--- src/rtl/core_pkg.sv ---
// Shared RV32I core types: LSU operation codes, LSU FSM states and op classifiers.
package core_pkg;

   typedef enum logic [3:0] {
      LSU_NONE_OP = 4'h0,
      LSU_LB      = 4'h1,
      LSU_LH      = 4'h2,
      LSU_LW      = 4'h3,
      LSU_LBU     = 4'h4,
      LSU_LHU     = 4'h5,
      LSU_SB      = 4'h8,
      LSU_SH      = 4'h9,
      LSU_SW      = 4'hA
   } lsu_op_t;

   typedef enum logic [2:0] {
      LSU_IDLE = 3'd0,
      LSU_REQ  = 3'd1,
      LSU_RESP = 3'd2,
      LSU_DONE = 3'd3,
      LSU_ERR  = 3'd4
   } lsu_state_t;

   function automatic logic lsu_is_load(lsu_op_t op);
      return (op == LSU_LB) || (op == LSU_LH) || (op == LSU_LW) ||
             (op == LSU_LBU) || (op == LSU_LHU);
   endfunction

   function automatic logic lsu_is_store(lsu_op_t op);
      return (op == LSU_SB) || (op == LSU_SH) || (op == LSU_SW);
   endfunction

endpackage

--- src/rtl/load_store_unit_aligner.sv ---
// Byte-lane steering between the core's low-aligned data and the 32-bit memory bus.
module lsu_data_aligner
   import core_pkg::*;
(
   input  logic [3:0]  st_op,
   input  logic [1:0]  st_off,
   input  logic [31:0] wdata,
   output logic [3:0]  be,
   output logic [31:0] wdata_lane,
   input  logic [3:0]  ld_op,
   input  logic [1:0]  ld_off,
   input  logic [31:0] rdata,
   output logic [31:0] rdata_ext
);

   logic [31:0] rd_sh;

   // Loads drive the same enables as stores of their size.
   always_comb begin
      be         = 4'b0000;
      wdata_lane = wdata;
      case (lsu_op_t'(st_op))
         LSU_LB, LSU_LBU, LSU_SB: begin
            be         = 4'b0001 << st_off;
            wdata_lane = {4{wdata[7:0]}};
         end
         LSU_LH, LSU_LHU, LSU_SH: begin
            be         = 4'b0011 << st_off;
            wdata_lane = {2{wdata[15:0]}};
         end
         LSU_LW, LSU_SW: be = 4'hF;
         default: be = 4'b0000;
      endcase
   end

   assign rd_sh = rdata >> {ld_off, 3'b000};

   always_comb begin
      rdata_ext = rdata;
      case (lsu_op_t'(ld_op))
         LSU_LB:  rdata_ext = {{24{rd_sh[7]}}, rd_sh[7:0]};
         LSU_LBU: rdata_ext = {24'h0, rd_sh[7:0]};
         LSU_LH:  rdata_ext = {{16{rd_sh[15]}}, rd_sh[15:0]};
         LSU_LHU: rdata_ext = {16'h0, rd_sh[15:0]};
         default: rdata_ext = rdata;
      endcase
   end

endmodule

--- src/rtl/load_store_unit.sv ---
// RV32I memory-access stage: one outstanding req/gnt/rvalid access at a time,
// with misalignment detection and a gnt/rvalid timeout.
module load_store_unit
   import core_pkg::*;
#(
   parameter int XLEN           = 32,
   parameter int TIMEOUT_CYCLES = 255
) (
   input  logic            clk,
   input  logic            rst,
   input  logic            valid_i,
   input  logic [3:0]      lsu_op_i,
   input  logic [XLEN-1:0] addr_i,
   input  logic [XLEN-1:0] wdata_i,
   output logic            stall_o,
   output logic            done_o,
   output logic [XLEN-1:0] rdata_o,
   output logic            misalign_o,
   output logic            bus_err_o,
   output logic            mem_req_o,
   output logic            mem_we_o,
   output logic [XLEN-1:0] mem_addr_o,
   output logic [3:0]      mem_be_o,
   output logic [XLEN-1:0] mem_wdata_o,
   input  logic            mem_gnt_i,
   input  logic            mem_rvalid_i,
   input  logic [XLEN-1:0] mem_rdata_i
);

   localparam int CW = $clog2(TIMEOUT_CYCLES + 2);

   lsu_state_t      state_q;
   lsu_op_t         op, op_q;
   logic [1:0]      off_q;
   logic            err_bus_q;
   logic [CW-1:0]   cnt_q;
   logic            access, misal, timeout;
   logic [3:0]      be;
   logic [31:0]     wdata_lane, rdata_ext;

   assign op      = lsu_op_t'(lsu_op_i);
   assign access  = valid_i && (lsu_is_load(op) || lsu_is_store(op));
   assign misal   = (((op == LSU_LH) || (op == LSU_LHU) || (op == LSU_SH)) && addr_i[0]) ||
                    (((op == LSU_LW) || (op == LSU_SW)) && (addr_i[1:0] != 2'b00));
   assign timeout = (TIMEOUT_CYCLES != 0) && (cnt_q == CW'(TIMEOUT_CYCLES - 1));

   lsu_data_aligner u_aligner (
      .st_op      (lsu_op_i),
      .st_off     (addr_i[1:0]),
      .wdata      (wdata_i),
      .be         (be),
      .wdata_lane (wdata_lane),
      .ld_op      (op_q),
      .ld_off     (off_q),
      .rdata      (mem_rdata_i),
      .rdata_ext  (rdata_ext)
   );

   always_ff @(posedge clk or posedge rst) begin
      if (rst) begin
         state_q     <= LSU_IDLE;
         op_q        <= LSU_NONE_OP;
         off_q       <= 2'b00;
         err_bus_q   <= 1'b0;
         cnt_q       <= '0;
         rdata_o     <= '0;
         mem_we_o    <= 1'b0;
         mem_addr_o  <= '0;
         mem_be_o    <= 4'b0000;
         mem_wdata_o <= '0;
      end else begin
         case (state_q)
            LSU_IDLE: if (access) begin
               op_q  <= op;
               off_q <= addr_i[1:0];
               cnt_q <= '0;
               if (misal) begin
                  err_bus_q <= 1'b0;
                  state_q   <= LSU_ERR;
               end else begin
                  // Bus fields are frozen here so they stay stable until gnt.
                  mem_we_o    <= lsu_is_store(op);
                  mem_addr_o  <= {addr_i[XLEN-1:2], 2'b00};
                  mem_be_o    <= be;
                  mem_wdata_o <= wdata_lane;
                  state_q     <= LSU_REQ;
               end
            end
            LSU_REQ: begin
               if (mem_gnt_i) begin
                  cnt_q   <= '0;
                  state_q <= mem_we_o ? LSU_DONE : LSU_RESP;
               end else if (timeout) begin
                  err_bus_q <= 1'b1;
                  state_q   <= LSU_ERR;
               end else begin
                  cnt_q <= cnt_q + 1'b1;
               end
            end
            LSU_RESP: begin
               if (mem_rvalid_i) begin
                  rdata_o <= rdata_ext;
                  state_q <= LSU_DONE;
               end else if (timeout) begin
                  err_bus_q <= 1'b1;
                  state_q   <= LSU_ERR;
               end else begin
                  cnt_q <= cnt_q + 1'b1;
               end
            end
            default: state_q <= LSU_IDLE;
         endcase
      end
   end

   assign mem_req_o  = (state_q == LSU_REQ);
   assign done_o     = (state_q == LSU_DONE) || (state_q == LSU_ERR);
   assign misalign_o = (state_q == LSU_ERR) && !err_bus_q;
   assign bus_err_o  = (state_q == LSU_ERR) && err_bus_q;
   assign stall_o    = access && !done_o;

endmodule

--- config.mk ---
export PLATFORM = sky130hd
export DESIGN_NAME = load_store_unit
export DESIGN_NICKNAME = d
export VERILOG_FILES = /design/src/rtl/core_pkg.sv /design/src/rtl/load_store_unit_aligner.sv /design/src/rtl/load_store_unit.sv
export SDC_FILE = /design/constraint.sdc
export NUM_CORES = 1
export LEC_CHECK = 0
export CORE_MARGIN = 3
export CORE_UTILIZATION = 35
export DETAILED_ROUTE_END_ITERATION = 6
export DONT_BUFFER_PORTS = 1
export PLACE_DENSITY = 0.6
export SLEW_MARGIN = 20
export SYNTH_ARGS = -nofsm -noshare
export SYNTH_HDL_FRONTEND = slang
export SYNTH_HIERARCHICAL = 1
export SYNTH_SLANG_ARGS = --single-unit
--- constraint.sdc ---
create_clock -name clk -period 8.1 [get_ports clk]
set_clock_uncertainty 0.2 [all_clocks]
set_input_delay 2.025 -clock clk [delete_from_list [all_inputs] [get_ports clk]]
set_output_delay 2.025 -clock clk [all_outputs]
set_load 0.01 [all_outputs]
==> impl_metrics.env <==
export IMPL_cp_end_kind="output pin"
export IMPL_cts_resized_gates=0
export IMPL_start_util_pct=36.0
export IMPL_min_path_cells=2
export IMPL_timing_slew_headroom_pct=35.9
export IMPL_pwr_share_clk_pct=29.3
export IMPL_ant_nets=0
export IMPL_cts_sinks=118
export IMPL_finalWirelength_um=15700
export IMPL_maxCapViolations=0
export IMPL_h_tree_depth=4
export IMPL_rsz0062_at_grt="no"
export IMPL_ys_ff_latch=118
export IMPL_std_cell_rows=48
export IMPL_async_flop_share_pct=100
export IMPL_wl_per_cell_um=20.4
export IMPL_nets=636
export IMPL_r2r_start="state_q[2]"
export IMPL_status="completed"
export IMPL_via_count=4313
export IMPL_die_w_um=140
export IMPL_combPwrFrac_pct=25.7
export IMPL_cp_data_arrival_time_ns=2.89
export IMPL_hold_end="cnt_q[8]"
export IMPL_yosysUniqueCellTypes=69
export IMPL_p_per_area_nw_per_um2=394
export IMPL_synth_seq_area_share_pct=47.1
export IMPL_via_per_inst=5.62
export IMPL_grt_antenna_before_repair=1
export IMPL_syn_to_final_growth_pct=10.7
export IMPL_clk_pin_slew_ns=0.06
export IMPL_crit_path_start_kind="input pin"
export IMPL_rr_worst_depth=5
export IMPL_post_route_util_pct=39.8
export IMPL_synthCells=548
export IMPL_fmax_mhz=196
export IMPL_synth_area_um2=6260
export IMPL_place_hpwl_um=11400
export IMPL_fin_crit_sh_pct=63.1
export IMPL_switching_power_w=0.00102
export IMPL_drt_pre_antenna_iters=5
export IMPL_dieArea_um2=19500
export IMPL_post_route_min_period_ns=5.11
export IMPL_p_seq_share_pct=45.1
export IMPL_core_area_um2=17400
export IMPL_root_buffer="clkbuf_16"
export IMPL_tightest_slew_ns=0.961
export IMPL_num_fill_cells=1677
export IMPL_gp_congestion=0.873
export IMPL_min_from="cnt_q[8]"
export IMPL_clkLatencyLatePin_ns=0.41
export IMPL_first_iter_violations=159
export IMPL_overflow=0
export IMPL_critPathRequiredTime_ns=5.88
export IMPL_p_int_w=0.00171
export IMPL_path_class="in2out"
export IMPL_fp_dieH_um=140
export IMPL_cts_hold_buf=0
export IMPL_cts_buffers=17
export IMPL_p_leak_nw=3.12
export IMPL_cp_max_fo=11
export IMPL_clk_path_buf_depth=2
export IMPL_grt_pass1_wl_um=24700
export IMPL_swShare_pct=37.2
export IMPL_drive_gt1_share_pct=14.2
export IMPL_io_pins=211
export IMPL_yosys_warnings=6
export IMPL_grtUsageTotal_pct=15.9
export IMPL_regToRegSetupSlack_ns=5.34
export IMPL_tritoncts="built"
export IMPL_grt_pass1_vias=4458
export IMPL_r2r_end="mem_addr_o[4]"
export IMPL_synth_edf_count=0
export IMPL_crit_start="lsu_op_i[1]"
export IMPL_grt_start_max_net_pins=68
export IMPL_worstHoldPathType="reg2reg"
export IMPL_hold_viol_final=0
export IMPL_ys_flop_type="dfrtp_1"
export IMPL_report_final_slew_viol_count=0
export IMPL_port_buffers=0
export IMPL_cts_setup_buffers=0
export IMPL_n_antenna_cell=0
export IMPL_ir_drop_mv=0.153
export IMPL_tns_ns=0
export IMPL_setup_viol_count_final=0
export IMPL_syn_area_per_cell_um2=11.4
export IMPL_post_route_drc_count=0
-- metrics by stage --
stage	setup WS (ns)	area [um2]	instances	hold WS (ns)	power (W)
3_3_place_gp	2.97	6300	735	0.301	0.00191
3_5_place_dp	2.97	6300	735	0.321	0.00195
5_1_grt	2.96	6930	767	0.375	0.00291
2_1_floorplan	2.75	6270	549	0.275	0.00176
4_1_cts	2.97	6930	767	0.330	0.00277
6_report	2.99	6930	767	0.324	0.00273
-- final cells by class --
cell class / count / area, um2 / area share, %
Multi-Input combinational cell: 372 / 2990 / 43.1
Sequential cell: 118 / 2950 / 42.6
Timing Repair Buffer: 2 / 15.0 / 0.217
Clock buffer: 18 / 439 / 6.33
Clock inverter: 14 / 188 / 2.71
Inverter: 18 / 70.1 / 1.01
Tap cell: 225 / 282 / 4.06
-- layer usage --
layer | vias up | GRT usage, % | share of wire, %
li1 | 1941 | - | -
met1 | 2128 | 18.0 | 38
met3 | 14 | 9.24 | 14
met4 | 2 | 4.54 | 1.1
met2 | 228 | 25.4 | 47
met5 | - | 0 | 0.051
-- worst max-delay path by stage --
stage | to | slack [ns] | cells past startpoint
after detailed placement | stall_o | 2.97 | 3
final | stall_o | 2.99 | 3
after global placement | stall_o | 2.97 | 3
after global routing | stall_o | 2.96 | 3
after floorplan | cnt_q[0] | 2.75 | 1
after CTS | stall_o | 2.97 | 3
-- sequential cells by signal, indices dropped and copies added (netlist names) --
signal / flops
cnt_q: 9
mem_we_o: 1
op_q: 4
rdata_o: 32
mem_addr_o: 30
mem_wdata_o: 32
mem_be_o: 4
err_bus_q: 1
off_q: 2
state_q: 3
-- worst max-delay path, cell delays in order --
cell,delay [ns]
or4_1,0.53
o211ai_2,0.18
nor2_1,0.15
-- layout by cell type (no fill, tap or decap), drive strengths merged, types with 3 or more instances in the layout --
cell type / n
nand2: 30
nor3: 5
nor2: 29
xnor2: 3
or2: 4
dfrtp: 118
a32o: 6
nand3: 12
mux2: 110
clkinv: 4
a221o: 8
o21ai: 24
bufinv: 3
a21oi: 17
nor2b: 5
o31ai: 4
and3: 4
inv: 25
mux2i: 11
a21o: 26
a211oi: 3
clkbuf: 18
and2: 6
nand3b: 3
a211o: 6
nand2b: 6
nor3b: 10
-- Yosys cell counts (3+ instances only) --
cell type    n  area, um2
a211o_1      6       52.6
buf_4       11       82.6
xnor2_1      3       26.3
o31ai_1      4       30.0
dfrtp_1    118       2950
a21o_1      26        195
nor2b_1      4       25.0
nor2_1      28        105
a221o_1      8       80.1
and2_1       6       37.5
inv_1       18       67.6
buf_6        8       90.1
buf_2       12       60.1
o21ai_0     22        110
a32o_1       6       60.1
nor3b_1      9       67.6
clkbuf_1    10       37.5
mux2i_1     11        110
nand2_1     30        113
nand3b_1     3       22.5
nand2b_1     6       37.5
nand3_1     12       60.1
nor3_1       4       20.0
a21oi_1     17       85.1
a211oi_1     3       22.5
mux2_1      83        935
mux2_2      25        282
and3_1       4       25.0
-- power groups by stage --
stage	combinational, W	sequential, W	clock (W)
after floorplan	0.000632	0.00112	0
after global placement	0.000677	0.00124	0
after detailed placement	0.000709	0.00124	0
after CTS	0.000709	0.00124	0.000821
after global routing	0.000783	0.00128	0.000852
final	0.000701	0.00123	0.000799
-- cell families after synthesis --
family                   after synthesis  share of synthesized area (%)
XOR/XNOR                               5                          0.819
other                                  1                         0.0599
AO/OA/AOI/OAI                        115                           13.7
flip-flops                           118                           47.1
adder cells (fa/ha/maj)                3                          0.559
multiplexers                         121                           21.7
buffers and inverters                 59                           5.39
AND/OR/NAND/NOR                      126                           10.7
Power figures use the tool's default switching activity.
